===== src/rtl/prog_scheduler.sv =====
// prog_scheduler: steps a processor through programs 1..NUM_PROGS using LOAD/RUN/DONE phases.
// Define PROG_TIMEOUT_EN to build in the RUN-state watchdog. Without it, timeout_err is tied to 0.
module prog_scheduler #(
  parameter int ADDR_W         = 8,
  parameter int NUM_PROGS      = 3,
  parameter int PROG1_ADDR     = 0,
  parameter int PROG2_ADDR     = 0,
  parameter int PROG3_ADDR     = 0,
  parameter int TIMEOUT_CYCLES = 1023
) (
  input  logic              CLK,
  input  logic              init_n,
  input  logic              start,
  input  logic              done,
  output logic [1:0]        prog_state,
  output logic              pc_load,
  output logic [ADDR_W-1:0] pc_start_addr,
  output logic              proc_hold,
  output logic              prog_done,
  output logic [15:0]       cycles,
  output logic              busy,
  output logic              all_done,
  output logic              timeout_err
);

  typedef enum logic [2:0] {S_IDLE, S_LOAD, S_RUN, S_DONE, S_FINISH} state_t;

  localparam logic [15:0] TO_LIM    = 16'(TIMEOUT_CYCLES);
  localparam logic [1:0]  LAST_PROG = 2'(NUM_PROGS);

  state_t      r_state;
  logic [15:0] r_cnt;
  logic [15:0] w_cnt_next;
  logic        w_timeout;

  function automatic logic [ADDR_W-1:0] prog_addr(input logic [1:0] n);
    case (n)
      2'd2:    prog_addr = ADDR_W'(PROG2_ADDR);
      2'd3:    prog_addr = ADDR_W'(PROG3_ADDR);
      default: prog_addr = ADDR_W'(PROG1_ADDR);
    endcase
  endfunction

  // Count of RUN cycles including the current one, saturating.
  assign w_cnt_next = (r_cnt == 16'hFFFF) ? r_cnt : r_cnt + 16'd1;

`ifdef PROG_TIMEOUT_EN
  assign w_timeout = (w_cnt_next >= TO_LIM);
`else
  logic w_unused_to;
  assign w_unused_to = ^TO_LIM;
  assign w_timeout   = 1'b0;
`endif

  always_ff @(posedge CLK or negedge init_n) begin
    if (!init_n) begin
      r_state       <= S_IDLE;
      r_cnt         <= '0;
      prog_state    <= '0;
      cycles        <= '0;
      timeout_err   <= 1'b0;
      pc_load       <= 1'b0;
      pc_start_addr <= '0;
      prog_done     <= 1'b0;
      busy          <= 1'b0;
      all_done      <= 1'b0;
      proc_hold     <= 1'b1;
    end else begin
      pc_load       <= 1'b0;
      pc_start_addr <= '0;
      prog_done     <= 1'b0;
      case (r_state)
        S_IDLE, S_FINISH: begin
          if (start) begin
            r_state       <= S_LOAD;
            prog_state    <= 2'd1;
            pc_load       <= 1'b1;
            pc_start_addr <= prog_addr(2'd1);
            busy          <= 1'b1;
            all_done      <= 1'b0;
            timeout_err   <= 1'b0;
            proc_hold     <= 1'b1;
          end
        end
        S_LOAD: begin
          r_state   <= S_RUN;
          r_cnt     <= '0;
          proc_hold <= 1'b0;
        end
        S_RUN: begin
          r_cnt <= w_cnt_next;
          if (done || w_timeout) begin
            r_state   <= S_DONE;
            cycles    <= w_cnt_next;
            prog_done <= 1'b1;
            proc_hold <= 1'b1;
            // A real done in the same cycle as the limit wins over the watchdog.
            if (!done) timeout_err <= 1'b1;
          end
        end
        S_DONE: begin
          if (prog_state < LAST_PROG) begin
            r_state       <= S_LOAD;
            prog_state    <= prog_state + 2'd1;
            pc_load       <= 1'b1;
            pc_start_addr <= prog_addr(prog_state + 2'd1);
          end else begin
            r_state  <= S_FINISH;
            busy     <= 1'b0;
            all_done <= 1'b1;
          end
        end
        default: r_state <= S_IDLE;
      endcase
    end
  end

endmodule


===== config.mk =====
export PLATFORM = sky130hd
export DESIGN_NAME = prog_scheduler
export DESIGN_NICKNAME = d
export VERILOG_FILES = /design/src/rtl/prog_scheduler.sv
export SDC_FILE = /design/constraint.sdc
export NUM_CORES = 1
export LEC_CHECK = 0
export BUFFER_PORTS_ARGS = -buffer_cell sky130_fd_sc_hd__buf_4
export CAP_MARGIN = 20
export CORE_ASPECT_RATIO = 1.75
export CORE_MARGIN = 4
export CORE_UTILIZATION = 55
export DETAILED_ROUTE_END_ITERATION = 7
export PLACE_DENSITY = 0.78
export SETUP_SLACK_MARGIN = 0.4
export SYNTH_ARGS = -nofsm -noshare
export SYNTH_HDL_FRONTEND = slang
export SYNTH_SLANG_ARGS = --single-unit

===== constraint.sdc =====
create_clock -name CLK -period 4.5 [get_ports CLK]
set_input_delay 0.225 -clock CLK [delete_from_list [all_inputs] [get_ports CLK]]
set_output_delay 0.225 -clock CLK [all_outputs]
set_load 0.05 [all_outputs]

==> impl_metrics.toml, run 1 <==
[sta]
slew_headroom_pct = 28.7
grt_setup_unrepaired = "no"
timing.final.crit_share_pct = 49.9
slew_violations = 0
final_hold_viol_count = 0
fin_tns_setup_ns = 0
worstMarginPinSlew_ns = 1.07
setup_viol_count_final = 0
max_freq_ghz = 0.445
finClkSkew_ns = 0.00693
finalCriticalPeriod_ns = 2.25

[min_path]
hp-class = "in -> reg"

[cts]
clk_path_buf_depth = 2
path_clk_slew_ns = 0.08
cts.sinks = 42
clk_latency_ns = 0.30
cts-htree-levels = 2
cts_made_buffers = 5
cts.repair.resized = 0
post_cts_buffers = 0
cts_root_buffer = "clkbuf_8"
cts_tree = "yes"

[global_route]
antenna_found_initial = 0
first_global_vias = 1818
grt_usage_pct = 20.5
grt_pass1_wl_mm = 8.70
grt_max_degree = 43
grt_overflow_total = 0

[setup_path]
rrSetupSlack_ns = 2.25
worstSetupStartpointType = "register"
worstSetupPathType = "reg -> reg"
critPathArrivalTime_ns = 2.45
crit_fanout = 9
required_ns = 4.70
critPathCaptureType = "register"

[floorplanning]
coreArea_sq_mm = 0.00398
fp.dieArea_sq_mm = 0.00533
die_h_um = 93.6
start_util_pct = 57.9
pin_count = 36
fp-row-count = 30
fp.dieW_um = 56.9

[cells_and_area]
final_layout_size_suffix_gt1_share_pct = 15.0
post-route-util_pct = 63.6
fillers = 367
final_net_count = 271
antennaDiodeCount = 0
area_delta_synth_final_pct = 9.89

[power_and_ir_drop]
intPower_uw = 794
p_sw_uw = 709
comb_power_share_pct = 46.7
p_clk_share_pct = 16.7
p_per_area_mw_per_mm2 = 594
sw_frac_of_total_pct = 47.2
power_mw = 1.50
vdd_drop_max_uv = 495
seqPwrFrac_pct = 36.6
power.leakage_nw = 1.12

[synth]
synth_edf_count = 0
syn_inst = 250
yosysTopAreaCell = "dfrtp_1"
synthSimpleGateAreaFrac_pct = 21.5
synth-compound-area-share_pct = 20.3
ys_ff_latch = 42
synth_mux_area_share_pct = 0.869
synth-async-reset-ratio_pct = 100
syn_avg_cell_area_sq_um = 9.21
yosys.area.top_type_share_pct = 44.5
synthTopCellsByArea = "dfrtp_1 45%, o21ai_0 5.9%, a21oi_1 3.5%"
synth_ff_type = "dfrtp_1"
synth_fa_ha_area_share_pct = 1.09
synth_xor_xnor_area_share_pct = 2.28
netlist_area_sq_mm = 0.00230
ys_seq_area_share_pct = 45.7
synth_common_cells = "41 x dfrtp_1, 27 x o21ai_0, 19 x nand2_1"
synth_top_family_by_area = "simple AND/OR/NAND/NOR gates"
synth_cell_types = 47
yosysMostFrequentCell = "dfrtp_1"
yosysWarnings = 0

[place]
numPortBuffers = 26
gp_congestion = 0.899
hpwl_mm = 3.63

[drt]
ant_nets = 0
wire_per_inst_um = 16.4
drt-vias-per-instance = 6.18
drc = 0
drt-initial-drc-count = 77
routed_wirelength_mm = 5.14
dr.pass1.iters = 4
vias = 1941

[flow_run]
drv_cap = 0

[run_status]
status = "completed"
## worst max-delay path, stage by stage, from the launching register on
cell and delay, ns:
dfrtp_1 0.51, ha_1 0.35, nand4_1 0.27, nor4_4 0.58
nor4_1 0.16, a211oi_1 0.28
## worst paths after layout
check / from / end / cells past startpoint
min reg2reg: cycles[0] / cycles[0] / 2
max in group asynchronous: init_n / proc_hold / 2
min in group asynchronous: init_n / cycles[7] / 2
max: r_cnt[0] / r_cnt[10] / 5
max reg2reg: r_cnt[0] / r_cnt[10] / 5
min: start / pc_load / 3
## flip-flops by register name (all words and copies together), names as in the netlist
| signal | flops |
|---|---|
| prog_done | 1 |
| proc_hold | 1 |
| busy | 1 |
| r_state | 3 |
| cycles | 16 |
| pc_load | 1 |
| prog_state | 2 |
| all_done | 1 |
| r_cnt | 16 |
## per-stage QoR
step                setup WS, ns  hold WS (ns)  cell area, sq um  cells
finish                      2.25         0.214              2530    314
floorplan                   2.71       -0.0706              2330    258
global placement            2.39         0.243              2430    305
global route                2.10         0.254              2530    314
CTS                         2.31         0.225              2530    314
detailed placement          2.33         0.239              2430    305
## layout by cell type, fill, tap and decap left out, types with 3 or more instances in the layout
master	count
and4_1	4
nor2_1	12
nand2_1	19
inv_1	6
conb_1	9
buf_4	27
dfrtp_1	41
nand3_1	13
nor4_1	4
a31oi_1	10
nand4_1	7
o21ai_0	27
nor3_1	5
a211oi_1	3
and3_1	5
o211ai_1	3
clkbuf_8	6
a21oi_1	16
xnor2_1	6
nand2b_1	3
## power groups by stage
stage	Sequential, mW	Clock (mW)	Combinational [mW]
detailed placement	0.555	0	0.704
CTS	0.548	0.254	0.708
global placement	0.551	0	0.693
global route	0.562	0.270	0.764
floorplan	0.717	0	0.365
finish	0.550	0.251	0.702
## repair_timing
action | 4_1_cts | 5_1_grt
endpoints found under the setup margin | 0 | 0
hold buffers | 1 | 0
endpoints found under the hold margin | 41 | 0
## final cells by class
type | instances | area [sq um] | share of cell area, %
inverter | 6 | 22.5 | 0.890
clock inverter | 1 | 5.00 | 0.198
tap | 48 | 60.1 | 2.37
multi-input combinational | 182 | 1090 | 43.2
clock buffer | 7 | 86.3 | 3.41
timing repair buffer | 28 | 213 | 8.40
sequential | 42 | 1050 | 41.6
## routing by layer
metal | track usage [%] | up-vias | share of wire (%)
li1 | - | 929 | -
met1 | 25.5 | 945 | 42
met2 | 34.0 | 52 | 51
met3 | 2.90 | 15 | 3.8
met4 | 10.8 | 0 | 3.3
met5 | 0 | - | 0
## cell families after synthesis
kind of cell / Yosys count
AOI/OAI and AO/OA: 76
xor gates and xnor gates: 6
adders and majority gates: 2
buffers and inverters: 34
DFF: 42
muxes: 2
other: 1
and+or+nand+nor: 87
Note: power is estimated with default switching activity, not from simulation.
==> run 2, diff against run 1 <==
- ABC_AREA: default -> 1
- CORE_UTILIZATION: 55 -> 51
- PLACE_DENSITY: 0.78 -> 0.76
- clock period: 4.5 -> 1.93 ns (I/O delays scaled with it)
==> impl_metrics.toml, run 2 <==
[place]
post-place-cells = 365
hpwl_mm = 3.98
numPortBuffers = 26
gp_congestion = 0.958

[synth]
yosysTopAreaCell = "dfrtp_1"
yosysWarnings = 0
ys_ff_latch = 42
synth_cell_types = 28
yosys.area.top_type_share_pct = 45.5
ys_seq_area_share_pct = 46.6
syn_inst = 293
synthTopCellsByArea = "dfrtp_1 45%, nand2_1 20%, inv_1 5.0%"
netlist_area_sq_mm = 0.00226
syn_avg_cell_area_sq_um = 7.70
synth-async-reset-ratio_pct = 100
yosysMostFrequentCell = "nand2_1"
synth_common_cells = "120 x nand2_1, 41 x dfrtp_1, 30 x inv_1"
synth_edf_count = 0
synth_ff_type = "dfrtp_1"

[sta]
slew_violations = 0
worst_hold_slack_ns = 0.199
final_hold_viol_count = 0
timing.final.crit_share_pct = 74.8
setup_viol_count_final = 0
slew_headroom_pct = 65.2
max_freq_ghz = 0.692
finalCriticalPeriod_ns = 1.44
finClkSkew_ns = 0.00645
grt_setup_unrepaired = "yes"
worstMarginPinSlew_ns = 0.523
fin_tns_setup_ns = 0

[setup_path]
worstSetupPathType = "reg -> reg"
worstSetupStartpointType = "register"
critPathCaptureType = "register"
required_ns = 2.11
critPathArrivalTime_ns = 1.63
crit_fanout = 4

[power_and_ir_drop]
seqPwrFrac_pct = 36.6
power_mw = 3.14
p_per_area_mw_per_mm2 = 1160
p_clk_share_pct = 18.6
p_sw_mw = 1.37
power.leakage_nw = 1.51
comb_power_share_pct = 44.8
intPower_mw = 1.77
sw_frac_of_total_pct = 43.6
vdd_drop_max_uv = 1040

[cells_and_area]
mostFrequentLayoutCells = "117 x nand2_1, 38 x buf_4, 37 x dfrtp_1"
reg_top3 = "cycles: 16 flops, r_cnt: 16 flops, r_state: 3 flops"
final_common_cell = "nand2_1"
final_net_count = 338
final_layout_size_suffix_gt1_share_pct = 25.2
finalNonFillerCells = 382
post-route-util_pct = 63.9
antennaDiodeCount = 0
area_delta_synth_final_pct = 19.7

[floorplanning]
fp.dieW_um = 58.3
die_h_um = 96.0
fp.dieArea_sq_mm = 0.00560
fp-row-count = 31
start_util_pct = 53.4
coreArea_sq_mm = 0.00423
pin_count = 36

[cts]
path_clk_slew_ns = 0.08
clk_latency_ns = 0.29
cts_tree = "yes"
cts_made_buffers = 5
cts.sinks = 42
cts_root_buffer = "clkbuf_8"
clk_path_buf_depth = 2
cts-htree-levels = 2

[global_route]
grt_pass1_wl_mm = 8.58
first_global_vias = 1946
grt_overflow_total = 0
antenna_found_initial = 0
grt_usage_pct = 20.5
grt_max_degree = 43

[drt]
dr.pass1.iters = 5
drc = 0
routed_wirelength_mm = 5.20
ant_nets = 0
vias = 1960
drt-initial-drc-count = 35
drt-vias-per-instance = 5.13
wire_per_inst_um = 13.6

[run_status]
status = "completed"

[min_path]
hp-class = "in -> reg"

[flow_run]
drv_cap = 0
run 2: power groups by stage:
stage          Combinational (mW)  Sequential, mW  Clock (mW)
2_1_floorplan               0.602            1.46           0
3_3_place_gp                 1.23            1.16           0
3_5_place_dp                 1.26            1.17           0
4_1_cts                      1.37            1.14       0.598
5_1_grt                      1.53            1.17       0.639
6_report                     1.40            1.15       0.583
run 2: path summary, 6_finish.rpt:
path	startpoint	depth (start not counted)	slack [ns]	end
setup / recovery	r_cnt[1]	7	0.49	cycles[7]
hold / removal	start	5	0.20	busy
setup reg to reg	r_cnt[1]	7	0.49	cycles[7]
hold reg to reg	cycles[2]	2	0.48	cycles[2]
max in group asynchronous	init_n	2	1.22	r_cnt[2]
min in group asynchronous	init_n	2	0.32	r_cnt[10]
run 2: repair_timing:
action / in CTS / in global routing
pin swaps: 2 / 2
buffers inserted: 5 / 3
hold buffers: 1 / 0
resized for setup: 6 / 16
endpoints found under the hold margin: 41 / 0
endpoints found under the setup margin: 29 / 32
run 2: per-layer routing:
| metal | wire length [um] | GRT usage (%) | vias to the layer above |
|---|---|---|---|
| met3 | 181 | 3.49 | 22 |
| met2 | 2990 | 38.7 | 44 |
| met1 | 1830 | 20.7 | 937 |
| met4 | 204 | 10.6 | 0 |
| met5 | 0 | 0 | - |
| li1 | - | - | 957 |
run 2: through the flow:
| stage | worst slack, ns | instance area (sq um) |
|---|---|---|
| after floorplan | 0.406 | 2290 |
| after global placement | 0.299 | 2470 |
| after detailed placement | 0.223 | 2470 |
| after CTS | 0.400 | 2630 |
| after global routing | 0.372 | 2700 |
| final | 0.486 | 2700 |
run 2: logic make-up after synthesis:
group | count (synthesis) | share of synthesized area (%)
AO/OA/AOI/OAI | 18 | 4.66
XOR/XNOR | 4 | 1.55
adder cells (fa/ha/maj) | 2 | 1.11
buffers and inverters | 47 | 9.87
flip-flops | 42 | 46.6
other | 1 | 0.166
AND/OR/NAND/NOR | 179 | 36.0
run 2: area by class of cell:
class                           count  area, sq um
Tap cell                           49         61.3
Inverter                           32          134
Clock inverter                      2         12.5
Timing Repair Buffer               39          295
Fill cell                         372         1530
Multi-Input combinational cell    212         1060
Clock buffer                        6         82.6
Sequential cell                    42         1060
run 2: worst max-delay path, stage by stage (launching register included):
cell and delay (ns):
dfrtp_1 0.39, buf_4 0.15, nand2_1 0.08, nor2_1 0.14, nand2_1 0.15, xor2_1 0.19
o21bai_2 0.16, nand2_1 0.07
==> run 3, diff against run 2 <==
- CORE_UTILIZATION: 51 -> 55
- PLACE_DENSITY: 0.76 -> 0.78
- clock period: 1.93 -> 1.5 ns (I/O delays scaled with it)
==> impl_metrics.toml, run 3 (synthesis gave the netlist of run 2 again) <==
[run_status]
status = "completed"

[global_route]
first_global_vias = 2044
grt_max_degree = 43
antenna_found_initial = 0
grt_pass1_wl_mm = 9.54
grt_overflow_total = 0
grt_usage_pct = 23.3

[place]
numPortBuffers = 26
gp_congestion = 0.989
post-place-cells = 380
placedInstanceArea_sq_mm = 0.00265
hpwl_mm = 4.12

[power_and_ir_drop]
p_clk_share_pct = 20.8
p_sw_mw = 1.91
intPower_mw = 2.56
comb_power_share_pct = 45.2
p_per_area_mw_per_mm2 = 1480
vdd_drop_max_uv = 1720
seqPwrFrac_pct = 34.0
power.leakage_nw = 1.64
sw_frac_of_total_pct = 42.8

[sta]
grt_setup_unrepaired = "yes"
timing.final.crit_share_pct = 93.2
max_freq_ghz = 0.715
slew_headroom_pct = 65.0
worstMarginPinSlew_ns = 0.524
finalCriticalPeriod_ns = 1.40
finClkSkew_ns = 0.00693
setup_viol_count_final = 0
worst_hold_slack_ns = 0.152
fin_tns_setup_ns = 0
final_hold_viol_count = 0
slew_violations = 0

[cells_and_area]
mostFrequentLayoutCells = "112 x nand2_1, 53 x buf_4, 35 x dfrtp_1"
fillers = 307
final_common_cell = "nand2_1"
reg_top3 = "cycles: 16 flops, r_cnt: 16 flops, r_state: 3 flops"
area_delta_synth_final_pct = 33.4
finalNonFillerCells = 401
final_net_count = 358
stdcell_area_sq_mm = 0.00301
antennaDiodeCount = 0
final_layout_size_suffix_gt1_share_pct = 36.8

[cts]
cts-htree-levels = 2
path_clk_slew_ns = 0.08
cts_made_buffers = 5
clk_path_buf_depth = 2
cts.sinks = 42
cts_root_buffer = "clkbuf_8"
cts_tree = "yes"
clk_latency_ns = 0.30

[floorplanning]
start_util_pct = 57.8
fp.dieW_um = 56.4
fp-row-count = 30
die_h_um = 92.7
coreArea_sq_mm = 0.00390
fp.dieArea_sq_mm = 0.00523
pin_count = 36

[drt]
ant_nets = 0
drt-initial-drc-count = 96
routed_wirelength_mm = 5.80
vias = 2079
drt-vias-per-instance = 5.18
drc = 0
wire_per_inst_um = 14.5
dr.pass1.iters = 4

[setup_path]
rrSetupSlack_ns = 0.10
critPathArrivalTime_ns = 1.59
r2r_cells = 9
crit_fanout = 4
worstSetupPathType = "reg -> reg"
worstSetupStartpointType = "register"
critPathCaptureType = "register"
required_ns = 1.69

[min_path]
min_path_cells = 5
hp-class = "in -> reg"

[flow_run]
drv_cap = 0
[run 3: metal layers]
layer | vias to the layer above | GRT usage (%) | share of wire (%)
met4 | 0 | 9.50 | 3.3
met1 | 991 | 24.8 | 36
met3 | 17 | 3.63 | 4.7
met2 | 66 | 43.9 | 56
li1 | 1005 | - | -
met5 | - | 0 | 0
[run 3: final timing paths]
kind                       startpoint          to
max                          r_cnt[1]  cycles[11]
min                             start   proc_hold
max reg2reg                  r_cnt[1]  cycles[11]
min reg2reg                 proc_hold   proc_hold
max in group asynchronous      init_n    r_cnt[4]
min in group asynchronous      init_n    r_cnt[9]
[run 3: layout make-up]
cell class                      instances  area [sq um]  share of cell area (%)
Multi-Input combinational cell        212          1170                    38.9
Sequential cell                        42          1060                    35.2
Timing Repair Buffer                   58           457                    15.2
Inverter                               32           139                    4.61
Clock buffer                            7          86.3                    2.87
Tap cell                               48          60.1                    1.99
Clock inverter                          1          30.0                   0.997
Timing Repair inverter                  1          7.51                   0.249
[run 3: what timing repair did]
action	CTS	global route
cloned	0	1
setup endpoints to repair	39	39
hold buffers	1	0
hold endpoints to repair	41	0
pin swaps	15	4
setup buffers	8	3
resized for setup	33	15
[run 3: per-stage QoR]
step	power, mW	util, %	worst slack, ns
final	4.47	77.1	0.101
after global routing	4.71	77.1	0.0182
after CTS	4.36	75.2	0.116
after detailed placement	3.27	68.0	0.0460
after global placement	3.22	68.0	0.0469
after floorplan	2.74	-	0.0796
[run 3: worst max-delay path, stage by stage (launching register included)]
cell and delay, ns:
dfrtp_1 0.39, buf_4 0.15, nand2_1 0.08, nor2_2 0.13, buf_4 0.15, nand3_1 0.09, nand2_1 0.09, nand3_2 0.08
nand2_1 0.07, nand2_1 0.05
[run 3: power by group through the flow]
stage	clock network (mW)	logic, mW	registers (mW)
2_1_floorplan	0	0.832	1.91
3_3_place_gp	0	1.72	1.50
3_5_place_dp	0	1.75	1.51
4_1_cts	0.944	1.89	1.52
5_1_grt	0.991	2.18	1.54
6_report	0.930	2.02	1.52
